**src/rtl/pmem_arbiter.sv**
```systemverilog
// Arbitrates NUM_PORTS cache ports onto one L2 command channel (IDLE/GRANT/TURN FSM).
// Latency: request seen at edge t drives the L2 command from t+1; resp no earlier than 2 cycles.
// Backpressure: level requests are held until req_resp; L2 stalls via l2_resp, optional sticky timeout.
//
// Ports:
//   clk, rst_n                      clock, async active-low reset
//   req_read/req_write/req_address/req_wdata   per-port requests (port i at [i*W +: W])
//   req_resp, req_rdata             one-hot completion pulse and shared read data
//   l2_read/l2_write/l2_address/l2_wdata/l2_rdata/l2_resp   L2 command channel
//   busy, grant_id, timeout_err     status
module pmem_arbiter #(
   parameter int NUM_PORTS  = 2,
   parameter int ADDR_W     = 16,
   parameter int DATA_W     = 128,
   parameter int RR_MODE    = 1,
   parameter int TURNAROUND = 1,
   parameter int TIMEOUT    = 1023
) (
   input  logic                          clk,
   input  logic                          rst_n,
   input  logic [NUM_PORTS-1:0]          req_read,
   input  logic [NUM_PORTS-1:0]          req_write,
   input  logic [NUM_PORTS*ADDR_W-1:0]   req_address,
   input  logic [NUM_PORTS*DATA_W-1:0]   req_wdata,
   output logic [NUM_PORTS-1:0]          req_resp,
   output logic [DATA_W-1:0]             req_rdata,
   output logic                          l2_read,
   output logic                          l2_write,
   output logic [ADDR_W-1:0]             l2_address,
   output logic [DATA_W-1:0]             l2_wdata,
   input  logic [DATA_W-1:0]             l2_rdata,
   input  logic                          l2_resp,
   output logic                          busy,
   output logic [$clog2(NUM_PORTS)-1:0]  grant_id,
   output logic                          timeout_err
);

   localparam int ID_W = $clog2(NUM_PORTS);
   localparam int TA_W = (TURNAROUND > 1) ? $clog2(TURNAROUND) : 1;
   localparam int TO_W = (TIMEOUT > 0) ? $clog2(TIMEOUT + 1) : 1;
   localparam logic [TA_W-1:0] TA_LAST = TA_W'(TURNAROUND - 1);
   localparam logic [TO_W-1:0] TO_MAX  = TO_W'(TIMEOUT);
   localparam logic [TO_W-1:0] TO_LAST = TO_W'(TIMEOUT - 1);

   typedef enum logic [1:0] {IDLE, GRANT, TURN} state_t;

   state_t              state, state_nxt;
   logic [ID_W-1:0]     rr_ptr;
   logic                lat_rd, lat_wr;
   logic [TA_W-1:0]     turn_cnt;
   logic [TO_W-1:0]     to_cnt;

   logic [NUM_PORTS-1:0] act;
   logic                 any_req;
   logic [ID_W-1:0]      win_id;
   logic [ID_W-1:0]      scan_id;
   logic [ADDR_W-1:0]    win_addr;
   logic [DATA_W-1:0]    win_wdata;

   assign act = req_read | req_write;

   // Winner search: round-robin starts at rr_ptr and wraps, fixed priority starts at 0.
   always_comb begin
      any_req   = 1'b0;
      win_id    = '0;
      scan_id   = '0;
      win_addr  = '0;
      win_wdata = '0;
      for (int k = 0; k < NUM_PORTS; k++) begin
         scan_id = (RR_MODE != 0) ? ID_W'((int'(rr_ptr) + k) % NUM_PORTS) : ID_W'(k);
         if (!any_req && act[scan_id]) begin
            any_req = 1'b1;
            win_id  = scan_id;
         end
      end
      for (int i = 0; i < NUM_PORTS; i++) begin
         if (win_id == ID_W'(i)) begin
            win_addr  = req_address[i*ADDR_W +: ADDR_W];
            win_wdata = req_wdata[i*DATA_W +: DATA_W];
         end
      end
   end

   // State register
   always_ff @(posedge clk or negedge rst_n) begin
      if (!rst_n) state <= IDLE;
      else        state <= state_nxt;
   end

   // Next-state logic
   always_comb begin
      state_nxt = state;
      case (state)
         IDLE:  if (any_req) state_nxt = GRANT;
         GRANT: if (l2_resp) state_nxt = (TURNAROUND > 0) ? TURN : IDLE;
         TURN:  if (turn_cnt == TA_LAST) state_nxt = IDLE;
         default: state_nxt = IDLE;
      endcase
   end

   // Latched command, pointers and counters
   always_ff @(posedge clk or negedge rst_n) begin
      if (!rst_n) begin
         grant_id    <= '0;
         rr_ptr      <= '0;
         lat_rd      <= 1'b0;
         lat_wr      <= 1'b0;
         l2_address  <= '0;
         l2_wdata    <= '0;
         turn_cnt    <= '0;
         to_cnt      <= '0;
         timeout_err <= 1'b0;
      end else begin
         if (state == IDLE && any_req) begin
            grant_id   <= win_id;
            // A port asking for both is served as a write only.
            lat_wr     <= req_write[win_id];
            lat_rd     <= req_read[win_id] & ~req_write[win_id];
            l2_address <= win_addr;
            l2_wdata   <= win_wdata;
            to_cnt     <= '0;
            if (RR_MODE != 0)
               rr_ptr <= (win_id == ID_W'(NUM_PORTS - 1)) ? '0 : win_id + ID_W'(1);
         end
         if (state == TURN) turn_cnt <= turn_cnt + 1'b1;
         else               turn_cnt <= '0;
         // Timeout only flags the stall; the transaction keeps waiting for l2_resp.
         if (state == GRANT && !l2_resp && TIMEOUT != 0) begin
            if (to_cnt != TO_MAX)  to_cnt <= to_cnt + 1'b1;
            if (to_cnt == TO_LAST) timeout_err <= 1'b1;
         end
      end
   end

   // Outputs
   always_comb begin
      l2_read   = (state == GRANT) && lat_rd;
      l2_write  = (state == GRANT) && lat_wr;
      busy      = (state != IDLE);
      req_resp  = '0;
      req_rdata = '0;
      if (state == GRANT && l2_resp) begin
         req_resp[grant_id] = 1'b1;
         req_rdata          = l2_rdata;
      end
   end

endmodule

```
**config.mk**
```make
export PLATFORM = sky130hd
export DESIGN_NAME = pmem_arbiter
export DESIGN_NICKNAME = d
export VERILOG_FILES = /design/src/rtl/pmem_arbiter.sv
export SDC_FILE = /design/constraint.sdc
export NUM_CORES = 1
export LEC_CHECK = 0
export ABC_AREA = 1
export ABC_CLOCK_PERIOD_IN_PS = 2620
export BUFFER_PORTS_ARGS = -buffer_cell sky130_fd_sc_hd__clkbuf_2
export CAP_MARGIN = 10
export CORE_AREA = 2 2 273 275
export CTS_CLUSTER_SIZE = 10
export DETAILED_ROUTE_END_ITERATION = 8
export DIE_AREA = 0 0 275 277
export GPL_TIMING_DRIVEN = 0
export PLACE_DENSITY_LB_ADDON = 0.15
export SYNTH_ARGS = -nofsm -noshare
export SYNTH_HDL_FRONTEND = slang
export SYNTH_SLANG_ARGS = --single-unit
```
**constraint.sdc**
```tcl
create_clock -name clk -period 2.62 [get_ports clk]
set_input_delay 0.131 -clock clk [delete_from_list [all_inputs] [get_ports clk]]
set_output_delay 0.131 -clock clk [all_outputs]
set_load 0.05 [all_outputs]
```
==> metrics, run 1 <==
outcome=finished, final reports clean; Root Buffer=clkbuf_16; I/O pin count=702; largest net degree at the start of global routing=83; IO Port Bufs=701; worst-path fanout max=10; worst-margin pin slew=0.757 ns; drt drc=0; part of the Yosys area used for sequential elements=48.9%; via count=11400; part of the cycle the worst path needs=94.2%; commonest non-fill, non-tap cell in the layout=clkbuf_2; drt pass-1 iters=4; clock latency on the worst-skew pair=0.49 ns; Peak VDD IR=0.565 mV; Syn Nets=1598; Starting Density=11.3%; DR iter-0 viols=332; Sw Share=54.5%; gpl congestion=0.842; area leader, netlist=dfrtp_1; r2r startpoint=state[0]$_DFFE_PN0P_; Setup Slack @ Placement=0.485 ns; Syn. warnings=0; Min-Delay Startpoint=req_read[0]; worst hold path type=in2reg; vias in the first global route=11800; Seq cells post-synth=162; Arr. time, crit path=2.34 ns; worst hold slack=0.170 ns; Die Ht=277 µm; syn avg cell area=7.07 µm²; core area=73600 µm²; DIE WIDTH=275 µm; Comb pwr share=66.5%; post-DR vias/cell=3.59; Max Buffers Root-to-Sink=2; most frequent cells in the layout=clkbuf_2, nand2_1, dlygate4sd3_1; CTS Buf Count=17; sequential power share=20.6%; CTS sink cnt=162; share of cells above drive strength 1=36.5%; synth top area cells=dfrtp_1, nand2_1, nand3_1, nor2_1, inv_1; FILL cells=8357; die area=76200 µm²; Reg clk slew, reported paths=0.07 ns; CTS tree=done; RSZ-0062 raised after global routing=no; Final setup violation count=0; sw power=11.5 mW; GRT Overall Usage=12.7%; antenna-violating nets left=0; CTS H-tree lvls=4; Total Wirelength=49300 µm; setup ws final=0.151 ns; maxcap violations=0; minimum clock period=2.47 ns; CP startpoint=state[1]$_DFFE_PN0P_; Pint=9.59 mW; leak pwr=9.35 nW; Post-Syn Area=8290 µm²; global-route wire length before repair=71100 µm; num rows=100; pins over their slew limit=0; Clock power frac=13.0%; Power Density=1270 nW/µm²; Synth cell types=28; Final #Nets=2613; relative slew slack=49.6%; DPL Wire Length=39500 µm; FMAX=405 MHz; top cell type's share of synthesized area=48.9%; Critical Path RT=2.49 ns; Mapped Cells=1173; GRT overflow=0; total power=21.1 mW; Fin. Hold Viols=0; initial antenna violation count=7; Fin Clk Skew=0.0191 ns; CP Class=reg2out; CP Capture Type=primary output; drt wl/cell=15.5 µm; Layout area overhead=100%; crit path launch type=flop
flip-flops by register name, summed over array words and instances, names as in the netlist:
| name | flops |
|---|---|
| lat_wr | 1 |
| grant_id | 1 |
| l2_address | 16 |
| timeout_err | 1 |
| rr_ptr | 1 |
| to_cnt | 10 |
| lat_rd | 1 |
| turn_cnt | 1 |
| l2_wdata | 128 |
| state | 2 |
layout make-up:
type,instances,area [µm²],area share (%)
sequential,162,4050,24.4
inverter,146,551,3.31
buffer,63,374,2.25
clock buffer,18,429,2.58
timing repair buffer,996,6500,39.1
multi-input combinational,802,3320,20.0
antenna,3,7.51,0.0452
tap,969,1210,7.30
clock inverter,14,164,0.987
critical path, stage by stage (launching register included):
cell and delay, ns:
dfrtp_1 0.40, inv_1 0.11, nand3_1 0.15, clkbuf_2 0.26
buf_2 0.23, nor2_1 0.36, clkbuf_4 0.33
layer usage:
metal	part of all wire [%]	GRT usage (%)	up-vias
li1	-	-	5573
met1	35	12.6	5263
met2	52	23.2	471
met3	8.6	4.42	73
met4	3.9	6.18	4
met5	0.061	0	-
cells by family after synthesis:
kind of cell	synth area share (%)
DFF	48.9
AOI/OAI and AO/OA	0.785
and+or+nand+nor	38.9
adders and majority gates	0.302
buffers and inverters	11.1
power groups by stage:
stage / Combinational, mW / Sequential [mW] / Clock [mW]
final: 14.0 / 4.34 / 2.73
after global routing: 15.1 / 4.50 / 2.98
after CTS: 14.2 / 4.34 / 2.89
after detailed placement: 11.9 / 4.36 / 0
after global placement: 11.9 / 4.35 / 0
after floorplan: 4.28 / 8.08 / 0
Yosys cell counts:
cell type  instances
nand2_1          469
dfrtp_1          162
nand3_1          156
nor2_1           146
inv_1            144
buf_2             42
o21ai_0            7
clkbuf_1           6
nand4_1            6
buf_4              5
buf_6              5
buf_1              3
nor2_2             3
a21oi_1            2
ha_1               2
nand2_2            2
nor2_4             2
buf_12             1
buf_8              1
inv_2              1
inv_4              1
nand2_4            1
nor2_8             1
nor3_1             1
o211ai_1           1
o21ai_1            1
o21bai_1           1
or2_2              1
path summary, 6_finish.rpt:
kind / cells past startpoint / to / slack [ns]
setup / recovery: 6 / req_rdata[64] / 0.15
hold / removal: 6 / lat_wr$_DFFE_PN0P_ / 0.17
max in group asynchronous: 3 / l2_wdata[85]$_DFFE_PN0P_ / 1.39
hold reg to reg: 1 / turn_cnt$_DFF_PN0_ / 0.44
min in group asynchronous: 2 / l2_wdata[46]$_DFFE_PN0P_ / 0.25
setup reg to reg: 8 / l2_wdata[48]$_DFFE_PN0P_ / 0.19
metrics by stage:
step           util, %  std cells  TNS [ns]  instance area (µm²)
6_report          22.6       3173         0                16600
5_1_grt           22.6       3173         0                16600
4_1_cts           22.5       3168         0                16600
3_5_place_dp      17.7       2844         0                13000
3_3_place_gp      17.7       2843   -376.72                13000
2_1_floorplan        -       1173         0                 8290
timing repair:
action	CTS	global route
pin swaps	0	1
buffers inserted	0	2
endpoints found under the setup margin	5	26
hold buffers	292	0
endpoints found under the hold margin	227	0
cloned	0	0
resized for setup	2	7
No activity file was read; power rests on OpenSTA's default activity.
==> inputs of run 2 (changes only) <==
--- a/config.mk
+++ b/config.mk
@@ -5,14 +5,13 @@
 export SDC_FILE = /design/constraint.sdc
 export NUM_CORES = 1
 export LEC_CHECK = 0
-export ABC_AREA = 1
 export ABC_CLOCK_PERIOD_IN_PS = 2620
 export BUFFER_PORTS_ARGS = -buffer_cell sky130_fd_sc_hd__clkbuf_2
 export CAP_MARGIN = 10
-export CORE_AREA = 2 2 273 275
+export CORE_AREA = 2 2 277 279
 export CTS_CLUSTER_SIZE = 10
 export DETAILED_ROUTE_END_ITERATION = 8
-export DIE_AREA = 0 0 275 277
+export DIE_AREA = 0 0 279 281
 export GPL_TIMING_DRIVEN = 0
 export PLACE_DENSITY_LB_ADDON = 0.15
 export SYNTH_ARGS = -nofsm -noshare
==> run 2 against run 1 <==
  * Global-route usage up 1.8 points
  * Die area increased by 2.9%
  * Flip-flop and latch count unchanged
  * Critical endpoint is now req_rdata[86]
  * Clock power rose by 3%
  * Via count is 5.6% lower
  * Largest cell class unchanged
  * Highest routed layer unchanged
==> metrics, run 2 <==
outcome=finished, final reports clean; worst-margin pin slew=0.896 ns; Largest Register=l2_wdata; FMAX=405 MHz; syn avg cell area=10.0 µm²; drt wl/cell=20.5 µm; CTS sink cnt=162; die area=78400 µm²; maxcap violations=0; Mapped Cells=875; DPL Wire Length=48200 µm; I/O pin count=702; clock latency on the worst-skew pair=0.47 ns; top cell type's share of synthesized area=46.3%; worst hold path type=in2reg; gpl congestion=0.842; CTS Buf Count=17; Pint=8.85 mW; Post-synth ARST share=100%; GRT overflow=0; Reg clk slew, reported paths=0.07 ns; num rows=101; Final setup violation count=0; Post-Syn Area=8760 µm²; most frequent cells in the layout=clkbuf_2, dlygate4sd3_1, dfrtp_1; Sw Share=57.0%; worst-path fanout max=10; largest net degree at the start of global routing=87; CP Class=reg2out; core area=75400 µm²; Max Buffers Root-to-Sink=2; minimum clock period=2.47 ns; max reg flops=128; relative slew slack=40.3%; area leader, netlist=dfrtp_1; CTS H-tree lvls=4; reg2reg path depth=6; Seq cells post-synth=162; antenna-violating nets left=0; Fin Clk Skew=0.0100 ns; Largest regs=l2_wdata: 128 flops, l2_address: 16 flops, to_cnt: 10 flops; FF/Latch Area=4050 µm²; count leader, synth=dfrtp_1; part of the cycle the worst path needs=94.2%; share of cells above drive strength 1=46.2%; synth top area cells=dfrtp_1, mux2i_1, and3_1, o21ai_2, nand2_1; vias in the first global route=11300; crit path launch type=flop; Synth cell types=40; Arr. time, crit path=2.34 ns; Fin. Hold Viols=0; RSZ-0062 raised after global routing=no; CP Capture Type=primary output; Clock power frac=13.6%; GRT Overall Usage=14.5%; pins over their slew limit=0; leak pwr=9.02 nW; part of the Yosys area used for sequential elements=46.3%; CTS tree=done; Final Util=22.4%; Layout area overhead=93.3%; post-DR vias/cell=3.76; Cell Area, Placed=13500 µm²; commonest non-fill, non-tap cell in the layout=clkbuf_2; Cells after DPL=2555; sw power=11.7 mW; number of flops mapped to enable cells by yosys=0; DR iter-0 viols=344; drt pass-1 iters=4; synth cell count leaders=dfrtp_1, nand2_1, mux2i_1; Multi-input gate area=4260 µm²; design area=16900 µm²; global-route wire length before repair=80000 µm; Post-Layout Cell Count=2858; DIE WIDTH=279 µm; Comb pwr share=65.3%; Hold Path Depth=3; Starting Density=11.6%; FILL cells=8350; Power Density=1220 nW/µm²; reg2reg setup slack=0.25 ns; Syn. warnings=0; drt drc=0; IO Port Bufs=701; Die Ht=281 µm; Total Wirelength=58600 µm; via count=10700; Root Buffer=clkbuf_16; setup bufs post-CTS=0; Peak VDD IR=0.599 mV; initial antenna violation count=4; Final #Nets=2290; Syn Nets=1300; sequential power share=21.1%; dominant synthesized flop cell=dfrtp_1; Critical Path RT=2.49 ns
[run 2: path summary, 6_finish.rpt]
kind,startpoint,to
setup / recovery,state[1]$_DFFE_PN0P_,req_rdata[86]
hold / removal,req_wdata[200],l2_wdata[72]$_DFFE_PN0P_
setup reg to reg,rr_ptr$_DFFE_PN0P_,l2_wdata[75]$_DFFE_PN0P_
hold reg to reg,turn_cnt$_DFF_PN0_,turn_cnt$_DFF_PN0_
max in group asynchronous,rst_n,l2_wdata[25]$_DFFE_PN0P_
min in group asynchronous,rst_n,l2_wdata[101]$_DFFE_PN0P_
[run 2: metrics by stage]
step	setup WS, ns	hold slack (ns)	total power [mW]	setup TNS [ns]
2_1_floorplan	0.835	-0.165	13.4	0
3_3_place_gp	-2.10	0.411	17.6	-334.39
3_5_place_dp	-0.369	0.216	17.7	-1.60
4_1_cts	-0.0118	0.000693	21.0	-0.0135
5_1_grt	0.0505	-0.00104	21.9	0
6_report	0.152	0.0250	20.6	0
[run 2: cell families after synthesis]
kind of cell / count (synthesis) / synth area share [%]
adders and majority gates: 2 / 0.286
and+or+nand+nor: 318 / 17.9
muxes: 148 / 16.9
buffers and inverters: 82 / 5.51
AOI/OAI and AO/OA: 163 / 13.1
DFF: 162 / 46.3
[run 2: metal layers]
layer | up-vias | GRT usage, % | wire (µm)
met2 | 475 | 27.8 | 32000
li1 | 5070 | - | -
met3 | 107 | 4.01 | 3500
met5 | - | 0 | 27
met1 | 5088 | 13.4 | 19300
met4 | 4 | 9.57 | 3730
[run 2: worst max-delay path, cell delays in order, from the launching register on]
cell and delay, ns:
dfrtp_1 0.45, nor2b_4 0.21, clkbuf_4 0.28, clkbuf_2 0.21, and3_1 0.37, buf_2 0.33
[run 2: power by group through the flow]
stage / Clock (mW) / Combinational, mW / Sequential, mW
floorplan: 0 / 5.23 / 8.15
global placement: 0 / 13.2 / 4.37
detailed placement: 0 / 13.3 / 4.39
CTS: 2.96 / 13.7 / 4.36
global route: 3.03 / 14.3 / 4.50
finish: 2.80 / 13.4 / 4.34
[run 2: cell type report]
type	instances	share of cell area, %
timing repair buffer	971	36.9
multi-input combinational	631	25.1
sequential	162	23.9
tap	978	7.23
clock buffer	23	2.94
buffer	77	2.85
clock inverter	9	0.827
inverter	5	0.111
antenna	2	0.0296
[run 2: timing repair]
action,4_1_cts,5_1_grt
hold endpoints to repair,212,0
hold buffers,269,0
setup endpoints to repair,98,23
resized for setup,20,19
==> inputs of run 3 (changes only) <==
--- a/config.mk
+++ b/config.mk
@@ -14,6 +14,7 @@
 export DIE_AREA = 0 0 279 281
 export GPL_TIMING_DRIVEN = 0
 export PLACE_DENSITY_LB_ADDON = 0.15
+export SETUP_SLACK_MARGIN = 0.5
 export SYNTH_ARGS = -nofsm -noshare
 export SYNTH_HDL_FRONTEND = slang
 export SYNTH_SLANG_ARGS = --single-unit
==> run 3 against run 2 <==
  * Critical endpoint is now req_rdata[123]
  * Wire length rose by 1.1%
  * Hold slack improved by 0.0065 ns
  * Utilization rose by 1.5 points
  * Clock skew fell by 0.00052 ns
  * Sequential share of layout area fell by 1.5 points
  * Clock power barely moved
  * Count of clock-buffer cells in the layout did not move
==> metrics, run 3 (synthesized netlist as in run 2, its figures left out) <==
Die Ht=281 µm; worst-margin pin slew=0.761 ns; initial antenna violation count=6; crit path launch type=flop; gpl congestion=0.842; most frequent cells in the layout=clkbuf_2, dlygate4sd3_1, dfrtp_1; relative slew slack=49.2%; FMAX=475 MHz; DR iter-0 viols=352; drt pass-1 iters=4; CTS H-tree lvls=4; Starting Density=11.6%; maxcap violations=0; Arr. time, crit path=1.97 ns; Hold Path Depth=3; Largest regs=l2_wdata: 128 flops, l2_address: 16 flops, to_cnt: 10 flops; Cell Area, Placed=13500 µm²; DPL Wire Length=48200 µm; CP Cell Sequence=nor2b_4 > clkbuf_4 > and3_1 > clkbuf_8; Total Wirelength=59200 µm; worst hold slack=0.0314 ns; pins over their slew limit=0; worst hold path type=in2reg; hold-critical path endpoint=l2_wdata[69]$_DFFE_PN0P_; slowest library cell on the worst path=dfrtp_2; share of cells above drive strength 1=48.2%; Critical Path RT=2.49 ns; Final #Nets=2306; CTS tree=done; Buffers & Inverters on Critical Path=2; global-route wire length before repair=80700 µm; clock latency on the worst-skew pair=0.47 ns; num rows=101; Min-Delay Startpoint=req_wdata[69]; sw power=11.8 mW; Root Buffer=clkbuf_16; drt drc=0; worst-path fanout max=10; Reg clk slew, reported paths=0.07 ns; I/O pin count=702; CP Capture Type=primary output; Final setup violation count=0; Fin. Hold Viols=0; commonest non-fill, non-tap cell in the layout=clkbuf_2; die area=78400 µm²; Largest Register=l2_wdata; CP Class=reg2out; drt wl/cell=20.6 µm; Power Density=1180 nW/µm²; largest stage delay on the critical path=0.46 ns; max reg flops=128; sequential power share=20.5%; IO Port Bufs=701; reg2reg path depth=5; Peak VDD IR=0.590 mV; Comb pwr share=66.3%; post-DR vias/cell=3.76; reg2reg setup slack=0.63 ns; Max Buffers Root-to-Sink=2; DIE WIDTH=279 µm; Final Util=23.9%; Crit path max-delay family=simple AND/OR/NAND/NOR gates; largest net degree at the start of global routing=87; via count=10800; Pint=9.38 mW; antenna-violating nets left=0; Clock power frac=13.2%; vias in the first global route=11500; Fin Clk Skew=0.00950 ns; Cells after DPL=2555; Post-Layout Cell Count=2874; minimum clock period=2.10 ns; Sw Share=55.8%; reg2reg end=l2_wdata[18]$_DFFE_PN0P_; CTS Buf Count=17; core area=75400 µm²; part of the cycle the worst path needs=80.3%; outcome=finished, final reports clean; CP startpoint=state[1]$_DFFE_PN0P_; r2r startpoint=rr_ptr$_DFFE_PN0P_; CTS sink cnt=162; GRT overflow=0; leak pwr=9.31 nW; RSZ-0062 raised after global routing=yes; GRT Overall Usage=14.6%; Layout area overhead=106%; design area=18000 µm²
[run 3: worst min-delay path, delay by kind of cell]
family	cells	cell delay, ns
AOI/OAI and AO/OA	1	0.13
buffers and inverters	1	0.08
muxes	1	0.12
[run 3: what timing repair did]
action                     4_1_cts  5_1_grt
hold buffers                   280        0
pin swaps                        2        1
hold endpoints to repair       217        0
setup buffers                    4        1
setup endpoints to repair      240      142
gates resized for setup        238      113
[run 3: worst max-delay path by stage]
stage,end,cells after the start,slack [ns]
after floorplan,req_resp[0],4,0.84
after CTS,req_rdata[69],5,0.41
after global routing,req_rdata[99],5,0.44
after global placement,l2_wdata[19]$_DFFE_PN0P_,1,-2.10
after detailed placement,l2_wdata[72]$_DFFE_PN0P_,6,-0.37
final,req_rdata[123],4,0.52
[run 3: cell type report]
type,count,area (µm²)
Antenna cell,2,5.00
Buffer,77,582
Clock buffer,23,498
Clock inverter,9,140
Fill cell,8221,57400
Inverter,5,18.8
Multi-Input combinational cell,631,4410
Sequential cell,162,4060
Tap cell,978,1220
Timing Repair Buffer,987,7110
[run 3: layer usage]
metal,up-vias,GRT usage [%],share of wire [%],wire (µm)
li1,5104,-,-,-
met1,5117,13.5,33,19600
met2,474,27.7,54,32200
met3,113,3.72,5.4,3220
met4,4,10.4,7.0,4140
met5,-,0,0.046,27
[run 3: metrics by stage]
step	total power, mW	setup slack, ns	setup TNS, ns
6_report	21.2	0.517	0
5_1_grt	22.5	0.436	0
4_1_cts	21.6	0.411	0
3_5_place_dp	17.7	-0.369	-1.60
3_3_place_gp	17.6	-2.10	-334.39
2_1_floorplan	13.4	0.835	0
[run 3: power groups by stage]
stage | combinational [mW] | sequential [mW] | clock, mW
3_3_place_gp | 13.2 | 4.37 | 0
2_1_floorplan | 5.23 | 8.15 | 0
5_1_grt | 14.9 | 4.50 | 3.03
6_report | 14.1 | 4.34 | 2.80
3_5_place_dp | 13.3 | 4.39 | 0
4_1_cts | 14.2 | 4.36 | 2.96
